<file path="config.mk">
export PLATFORM = sky130hd
export DESIGN_NAME = multicycle_controller
export DESIGN_NICKNAME = d
export VERILOG_FILES = /design/src/rtl/multicycle_controller.sv
export SDC_FILE = /design/constraint.sdc
export NUM_CORES = 1
export LEC_CHECK = 0
export CORE_MARGIN = 5
export CORE_UTILIZATION = 43
export DETAILED_ROUTE_END_ITERATION = 8
export PLACE_DENSITY = 0.76
export SKIP_LAST_GASP = 1
export SLEW_MARGIN = 30
export SYNTH_ARGS = -nofsm -noshare
export SYNTH_HDL_FRONTEND = slang
export SYNTH_SLANG_ARGS = --single-unit
export TNS_END_PERCENT = 100
</file>
<file path="constraint.sdc">
create_clock -name clock -period 2 [get_ports clock]
set_input_delay 0.4 -clock clock [delete_from_list [all_inputs] [get_ports clock]]
set_output_delay 0.4 -clock clock [all_outputs]
set_load 0.02 [all_outputs]
</file>
<file path="src/rtl/multicycle_controller.sv">
// Purpose : multi-cycle IF/ID/EX/MEM/WB control sequencer for the SIMPLE core, with
//           phase-gated PC/IR/regfile/memory strobes, run/stop control and a retire counter.
// Latency : with mem_ready=1: ALU/LI 4, LD 5, ST 4, BR 3, NOP/CMP/OUT/HLT 2 cycles per instruction.
// Backpr. : IF and MEM stall while mem_ready=0 (when MEM_WAIT=1); exec while running only
//           requests a stop, which takes effect once the current instruction has retired.
// Ports   : clock/reset (sync, active-high); exec start/stop pulse; instr = IR contents
//           (stable ID..WB); mem_ready memory handshake; IRWrite/PCWrite/PCSrc/MemRead/
//           MemWrite/RegWrite strobes; MemtoReg/RegDst/ALUSrc datapath selects (valid ID..WB);
//           running/halted status; retired instruction count.
module multicycle_controller #(
    parameter int INSTR_W  = 16,
    parameter int CNT_W    = 16,
    parameter bit MEM_WAIT = 1'b1
) (
    input  logic               clock,
    input  logic               reset,
    input  logic               exec,
    input  logic [INSTR_W-1:0] instr,
    input  logic               mem_ready,
    output logic               IRWrite,
    output logic               PCWrite,
    output logic               PCSrc,
    output logic               MemRead,
    output logic               MemWrite,
    output logic               RegWrite,
    output logic               MemtoReg,
    output logic               RegDst,
    output logic               ALUSrc,
    output logic               running,
    output logic               halted,
    output logic [CNT_W-1:0]   retired
);

    localparam logic [2:0] S_IDLE = 3'd0;
    localparam logic [2:0] S_IF   = 3'd1;
    localparam logic [2:0] S_ID   = 3'd2;
    localparam logic [2:0] S_EX   = 3'd3;
    localparam logic [2:0] S_MEM  = 3'd4;
    localparam logic [2:0] S_WB   = 3'd5;
    localparam logic [2:0] S_HALT = 3'd6;

    logic [2:0] state;
    logic [2:0] state_nx;
    logic       stop_req;
    logic       retire;
    logic       mem_ok;
    logic       in_phase;

    logic       ir_wr, pc_wr, pc_src, mem_rd, mem_wr, reg_wr;

    // Instruction decode (meaningful only while the IR holds the current instruction)
    logic [1:0] op1;
    logic [2:0] op2;
    logic [3:0] op3;
    logic       is_nop, is_ld, is_st, is_li, is_br, is_alu, is_hlt, is_cmpout, wb_needed;

    assign op1 = instr[INSTR_W-1 -: 2];
    assign op2 = instr[INSTR_W-3 -: 3];
    assign op3 = instr[7:4];

    assign is_nop    = (instr == '0);
    assign is_ld     = (op1 == 2'b00) && !is_nop;
    assign is_st     = (op1 == 2'b01);
    assign is_li     = (op1 == 2'b10) && (op2 == 3'b000);
    assign is_br     = (op1 == 2'b10) && ((op2 == 3'b100) || (op2 == 3'b111));
    assign is_hlt    = (op1 == 2'b11) && (op3 == 4'b1111);
    assign is_cmpout = (op1 == 2'b11) && ((op3 == 4'b0101) || (op3 == 4'b1101));
    assign is_alu    = (op1 == 2'b11) && !is_hlt && !is_cmpout;
    assign wb_needed = is_ld || is_li || is_alu;

    // With MEM_WAIT=0 the memory is assumed single-cycle and the handshake is ignored
    assign mem_ok = !MEM_WAIT || mem_ready;

    always_comb begin
        state_nx = state;
        retire   = 1'b0;
        ir_wr    = 1'b0;
        pc_wr    = 1'b0;
        pc_src   = 1'b0;
        mem_rd   = 1'b0;
        mem_wr   = 1'b0;
        reg_wr   = 1'b0;
        case (state)
            S_IDLE, S_HALT: begin
                if (exec) state_nx = S_IF;
            end
            S_IF: begin
                mem_rd = 1'b1;
                if (mem_ok) begin
                    ir_wr    = 1'b1;
                    pc_wr    = 1'b1;
                    state_nx = S_ID;
                end
            end
            S_ID: begin
                if (is_nop || is_cmpout || is_hlt) retire = 1'b1;
                else                               state_nx = S_EX;
            end
            S_EX: begin
                if (is_br) begin
                    pc_wr  = 1'b1;
                    pc_src = 1'b1;
                    retire = 1'b1;
                end else if (is_ld || is_st) begin
                    state_nx = S_MEM;
                end else if (wb_needed) begin
                    state_nx = S_WB;
                end else begin
                    // Undefined op1=10 encodings have no effect and simply retire
                    retire = 1'b1;
                end
            end
            S_MEM: begin
                mem_rd = is_ld;
                mem_wr = is_st;
                if (mem_ok) begin
                    if (is_ld) state_nx = S_WB;
                    else       retire   = 1'b1;
                end
            end
            S_WB: begin
                reg_wr = 1'b1;
                retire = 1'b1;
            end
            default: state_nx = S_IDLE;
        endcase

        // A pending stop or an exec arriving in the retire cycle itself ends the run
        if (retire) begin
            if (state == S_ID && is_hlt)  state_nx = S_HALT;
            else if (stop_req || exec)    state_nx = S_IDLE;
            else                          state_nx = S_IF;
        end
    end

    always_ff @(posedge clock) begin
        if (reset) begin
            state    <= S_IDLE;
            stop_req <= 1'b0;
            retired  <= '0;
        end else begin
            state <= state_nx;
            if (retire) retired <= retired + CNT_W'(1);
            // Leaving the run for IDLE or HALT consumes any outstanding stop request
            if (state_nx == S_IDLE || state_nx == S_HALT) stop_req <= 1'b0;
            else if (exec && running)                     stop_req <= 1'b1;
        end
    end

    assign in_phase = (state == S_ID) || (state == S_EX) || (state == S_MEM) || (state == S_WB);
    assign running  = (state == S_IF) || in_phase;
    assign halted   = (state == S_HALT);

    // Strobes drop in the reset cycle itself so no partial access continues
    assign IRWrite  = ir_wr  && !reset;
    assign PCWrite  = pc_wr  && !reset;
    assign PCSrc    = pc_src && !reset;
    assign MemRead  = mem_rd && !reset;
    assign MemWrite = mem_wr && !reset;
    assign RegWrite = reg_wr && !reset;

    assign MemtoReg = in_phase && is_ld;
    assign RegDst   = in_phase && !is_ld;
    assign ALUSrc   = in_phase && (op3[3:2] == 2'b10);

endmodule

</file>
* Yosys cells after proc, flatten, opt, wreduce, memory -nomap -nowiden
Index checks and enable logic that the tools add are counted. W data, S select, Z words.
Storage, ports and cells: bits in registers 20, input bits 20, logic and storage cells 90
Cells by class: add/sub/neg operators 1, eq/ne operators 16, muxes and demuxes 27, reduce and logical (&&, ||, !) cells 43
Operator list (number):
- $mux W3 | 10
- $eq A3 B3 Y1 const B | 6
- $logic_and A1 B1 Y1 | 18
- $pmux W3 S6 | 1
- $add A16 B1 Y16 const B | 1
- $logic_not A16 Y1 | 1
- $logic_or A1 B1 Y1 | 13
- $mux W1 | 13
- $logic_not A3 Y1 | 3
- $eq A4 B4 Y1 const B | 2
- $eq A2 B2 Y1 const B | 3
- $eq A3 B2 Y1 const B | 2
- $logic_not A1 Y1 | 5
- $eq A4 B3 Y1 const B | 1
- $pmux W1 S2 | 2
- $pmux W1 S4 | 1
- $reduce_or A2 Y1 | 2
- $eq A3 B1 Y1 const B | 1
- $eq A2 B1 Y1 const B | 1
- $logic_not A2 Y1 | 1

* Logic depth before layout (Yosys ltp)
Gate-level depths: netlist of the first run.
depth in word-level cells 14, mapped depth 7, gate-level depth less buffers 6

* Least setup slack after synthesis of the first run
OpenSTA, ideal clock, no wires.
path type input port to output port, start input port instr[14], end output port MemRead, arrival 1853 ps, slack -253 ps, stages on the path 7, cell sequence buf_2 -> or2_0 -> a41o_1 -> clkbuf_1 -> nor2_1 -> mux2i_1 -> nor3_1
Between the ends: word-level cells in the longest chain between the ends 5, elaborated cells on any way between the ends 6, classes of those cells 1 x mux; 5 x reduce/logical
RTL lines:
- start, declared | line 18 | input logic [INSTR_W-1:0] instr,
- $logic_not A16 Y1 | line 61 | assign is_nop = (instr == '0);
- $logic_not A1 Y1 | line 62 | assign is_ld = (op1 == 2'b00) && !is_nop;
- $logic_and A1 B1 Y1 (*) | line 62
- $pmux W1 S2 (*) | line 83 | case (state)
- $logic_and A1 B1 Y1 (*) | line 158 | assign MemRead = mem_rd && !reset;
- end, declared | line 23 | output logic MemRead,
Every way passes the cells marked *; elsewhere a longest branch is shown, timed or not.

* Final worst setup path of the first run
start input port instr[15], end register stop_req
Between the ends: word-level cells in the longest chain between the ends 14, elaborated cells on any way between the ends 41, classes of those cells 4 x eq/ne; 16 x mux; 21 x reduce/logical
RTL lines:
- $eq A2 B2 Y1 | line 66, 67, 68
- $logic_and A1 B1 Y1 | line 66 | assign is_hlt = (op1 == 2'b11) && (op3 == 4'b1111);
- $logic_not A1 Y1 | line 68 | assign is_alu = (op1 == 2'b11) && !is_hlt && !is_cmpout;
- $logic_and A1 B1 Y1 (2 in a row) | line 68
- $logic_or A1 B1 Y1 | line 69 | assign wb_needed = is_ld || is_li || is_alu;
- $mux W3 or $mux W1 (tied branches) | line 106 | end else if (wb_needed) begin
- $mux W3 or $mux W1 (tied branches) | line 104 | end else if (is_ld || is_st) begin
- $mux W3 or $mux W1 (tied branches) | line 100 | if (is_br) begin
- $pmux W3 S6 or $pmux W1 S4 (tied branches) | line 83
- $mux W3 (*) | line 129 | if (retire) begin
- $eq A3 B3 Y1 or $logic_not A3 Y1 (tied branches) | line 145 | if (state_nx == S_IDLE || state_nx == S_HALT) stop_req <= 1'b0;
- $logic_or A1 B1 Y1 (*) | line 145
- $reduce_or A2 Y1 (no line) (*)
- end signal, assigned | line 139 | stop_req <= 1'b0;
- end signal, assigned | line 145
- end signal, assigned | line 146 | else if (exec && running) stop_req <= 1'b1;
- end, declared | line 44 | logic stop_req;
Marked as above. A chain may end at the register's enable or synchronous reset.

==> results of run 1 <==
[power by group through the flow]
stage / Sequential [W] / Clock [W] / Combinational, W
6_report: 0.000457 / 0.000308 / 0.000633
3_5_place_dp: 0.000463 / 0 / 0.000601
3_3_place_gp: 0.000463 / 0 / 0.000592
4_1_cts: 0.000455 / 0.000314 / 0.000605
5_1_grt: 0.000460 / 0.000335 / 0.000682
2_1_floorplan: 0.000474 / 0 / 0.000301
[sequential cells by signal, summed over array words and instances (netlist names)]
name,cells
state,3
retired,16
stop_req,1
[cell usage after synthesis (3+ instances only)]
cell type	count	share of area, %
mux2_2	8	5.5
a21oi_1	12	3.6
a2111oi_0	3	1.6
o31ai_1	3	1.4
nor3b_1	6	2.7
nand3_1	7	2.1
and3_1	3	1.1
o21ai_0	8	2.4
nor4b_1	3	1.6
nor4_1	6	2.3
mux2i_1	3	1.8
nor2b_1	12	4.6
nand3b_1	4	1.8
nor3_1	10	3.0
nor2_1	23	5.2
inv_1	3	0.68
nand2b_1	4	1.5
nand2_1	12	2.7
clkbuf_1	11	2.5
dfxtp_1	20	24
nand4_1	12	4.6
[what timing repair did]
item | in CTS | in global routing
pin swaps | 14 | 12
setup endpoints to repair | 31 | 20
setup buffers | 2 | 5
resized for setup | 94 | 32
[per-stage QoR]
stage	area (um^2)	setup slack [ps]	TNS, ps
2_1_floorplan	1744	-32.98	-99.96
3_3_place_gp	2525	-739.7	-15640
3_5_place_dp	2525	-780.2	-16650
4_1_cts	2643	-3.918	-3.918
5_1_grt	2701	-126.8	-694.5
6_report	2701	39.05	0
[worst register-to-register path: stages, from the launching register on]
cell and delay, ps:
dfxtp_4 360, buf_4 130, nand2b_1 170, buf_6 140, o41ai_4 300, buf_4 200, nand4_1 90, o21ai_1 120
mux2_2 340
[kinds of logic (layout without fill, tap and decap cells)]
kind of cell | after synthesis | after routing | synth area share, %
DFF | 20 | 20 | 24.32
adders and majority gates | 1 | 1 | 0.7598
AOI/OAI and AO/OA | 43 | 43 | 19.15
muxes | 13 | 13 | 8.663
and+or+nand+nor | 117 | 117 | 41.11
buffers and inverters | 18 | 109 | 4.939
xor gates and xnor gates | 2 | 2 | 1.064
[layer usage]
| layer | share of wire [%] | wire, um | vias up | track usage, % |
|---|---|---|---|---|
| met5 | 0 | 0 | - | 0 |
| met4 | 1.4 | 72 | 0 | 4.384 |
| met3 | 5.1 | 255 | 9 | 3.647 |
| met2 | 49 | 2457 | 44 | 33.57 |
| met1 | 45 | 2240 | 934 | 27.13 |
| li1 | - | - | 990 | - |
[cell type report]
cell class | instances | area, um^2 | area share (%)
clock buffer | 4 | 55.05 | 2.038
inverter | 3 | 11.26 | 0.4169
multi-input combinational | 176 | 1311 | 48.54
sequential | 20 | 405.4 | 15.01
tap | 48 | 60.06 | 2.223
timing repair buffer | 102 | 858.3 | 31.77
[worst min path at each step]
stage,start,end,cells after the start
floorplan,stop_req$_SDFFE_PP0P_,stop_req$_SDFFE_PP0P_,2
global route,retired[1]$_SDFFE_PP0P_,retired[1]$_SDFFE_PP0P_,2
detailed placement,retired[1]$_SDFFE_PP0P_,retired[1]$_SDFFE_PP0P_,2
CTS,retired[1]$_SDFFE_PP0P_,retired[1]$_SDFFE_PP0P_,2
finish,retired[1]$_SDFFE_PP0P_,retired[1]$_SDFFE_PP0P_,2
global placement,retired[1]$_SDFFE_PP0P_,retired[1]$_SDFFE_PP0P_,2
==> results.yml, run 1 <==
status:
  status: "finished, final reports clean"
route:
  num_vias: 1977
  detail_route.wl_per_cell_um: 14.24
  drc: 0
  initialDrtViolationCount: 122
  dr.pass1.iters: 4
  ant_nets: 0
  vias_per_cell: 5.601
  routed_wl_um: 5025
synth:
  synth_edf_count: 0
  synth-warning-count: 0
  synthCells: 214
  synth_fp_nets: 235
  seq_area_frac_synth_pct: 24.32
  syn_avg_cell_area_um2: 7.694
  yosys_most_used_dff: "dfxtp_1"
  ys_ff_latch: 20
  synth_area_um2: 1647
  synth.distinct_cells: 54
  ys_async_sr_fraction_pct: 0
timing:
  maxSlewHeadroom_pct: 60.83
  rsz0062_at_grt: "yes"
  finalCritPeriodShare_pct: 98.05
  tightestPinTransition_ps: 586.1
  drv_slew: 0
  setup_viol: 0
  timing.fmax_mhz: 510.0
  final_hold_viol_count: 0
  hold_ws_ps: 524.3
  fin_skew_ps: 1.950
  fin_crit_ps: 1961
power_and_ir_drop:
  p_comb_share_pct: 45.3
  p_switching_w: 0.0004848
  p_clk_share_pct: 22.0
  ir_worst_vdd_v: 0.0004004
  power_density_nw_per_um2: 517.6
  intPower_w: 0.0009134
  totalPowerFinal_w: 0.001398
  p_leak_nw: 1.099
  netSwitchingFraction_pct: 34.67
  seqPwrFrac_pct: 32.7
setup_path:
  worst-setup-path-type: "in2reg"
  end_kind: "flop"
  slowest_delay_ps: 510
  rrSetupSlack_ps: 50
  crit_family: "compound AO/OA/AOI/OAI gates"
  worst_path_max_delay_cell: "a2111oi_1"
  arrival_ps: 2070
  rr_startpoint: "state[2]$_SDFF_PP0_"
  cp-endpoint: "stop_req$_SDFFE_PP0P_"
  regToRegEndpoint: "retired[12]$_SDFFE_PP0P_"
  cp-start-kind: "primary input"
  cp_max_fo: 8
  path_buf_inv: 3
  rr_worst_depth: 8
  cpMostUsedCell: "buf_4"
  path_depth: 8
  startpoint: "instr[15]"
  path_cells: "buf_2 -> buf_4 -> nand4_1 -> buf_4 -> nor3_1 -> o311ai_0 -> a2111oi_1 -> a2111oi_2"
  required_ps: 2110
clock_tree:
  holdBufCountCts: 0
  clk_latency_ps: 260
  root_buffer: "clkbuf_8"
  cts.path.max_buffers: 2
  cts_made_buffers: 3
  htreeDepth: 1
  cts_tree: "done"
  path_clk_slew_ps: 70
  cts.sink_count: 20
finish:
  fin_nets: 327
  n_antenna_cell: 0
  layout_commonest_cell: "buf_4"
  layout.cells.most_common_list: "buf_4, nor2_1, clkdlybuf4s50_1, dfxtp_1, buf_6"
  final_cells: 353
  fillCellCount: 302
  area_growth_pct: 64.06
  post-route-util_pct: 73.24
  drive_gt1_share_pct: 37.70
placed_design:
  port-buffer-count: 46
  gp_congestion: 0.8368
  dp.cells: 342
  hpwl_um: 3690
grt:
  overflow: 0
  grt_max_degree: 23
  grt_usage_pct: 20.19
  grt_pass1_vias: 1925
  grt_pass1_wl_um: 8604
  antenna_found_initial: 0
die:
  die-area_um2: 5167
  die_y_um: 71.88
  ios: 47
  core_um2: 3689
  start_util_pct: 44.64
  rows: 22
  die_w_um: 71.88
flow_run:
  drv_cap: 0
hold_path:
  hold_class: "reg2reg"
No activity file was read; power rests on OpenSTA's default activity.
==> run 2: changes to the inputs <==
--- a/config.mk
+++ b/config.mk
@@ -8,6 +8,7 @@
 export CORE_MARGIN = 5
 export CORE_UTILIZATION = 43
 export DETAILED_ROUTE_END_ITERATION = 8
+export GPL_ROUTABILITY_DRIVEN = 0
 export PLACE_DENSITY = 0.76
 export SKIP_LAST_GASP = 1
 export SLEW_MARGIN = 30
==> results of run 2 <==
Final layout, timing and power as in run 1 (identical DEF).
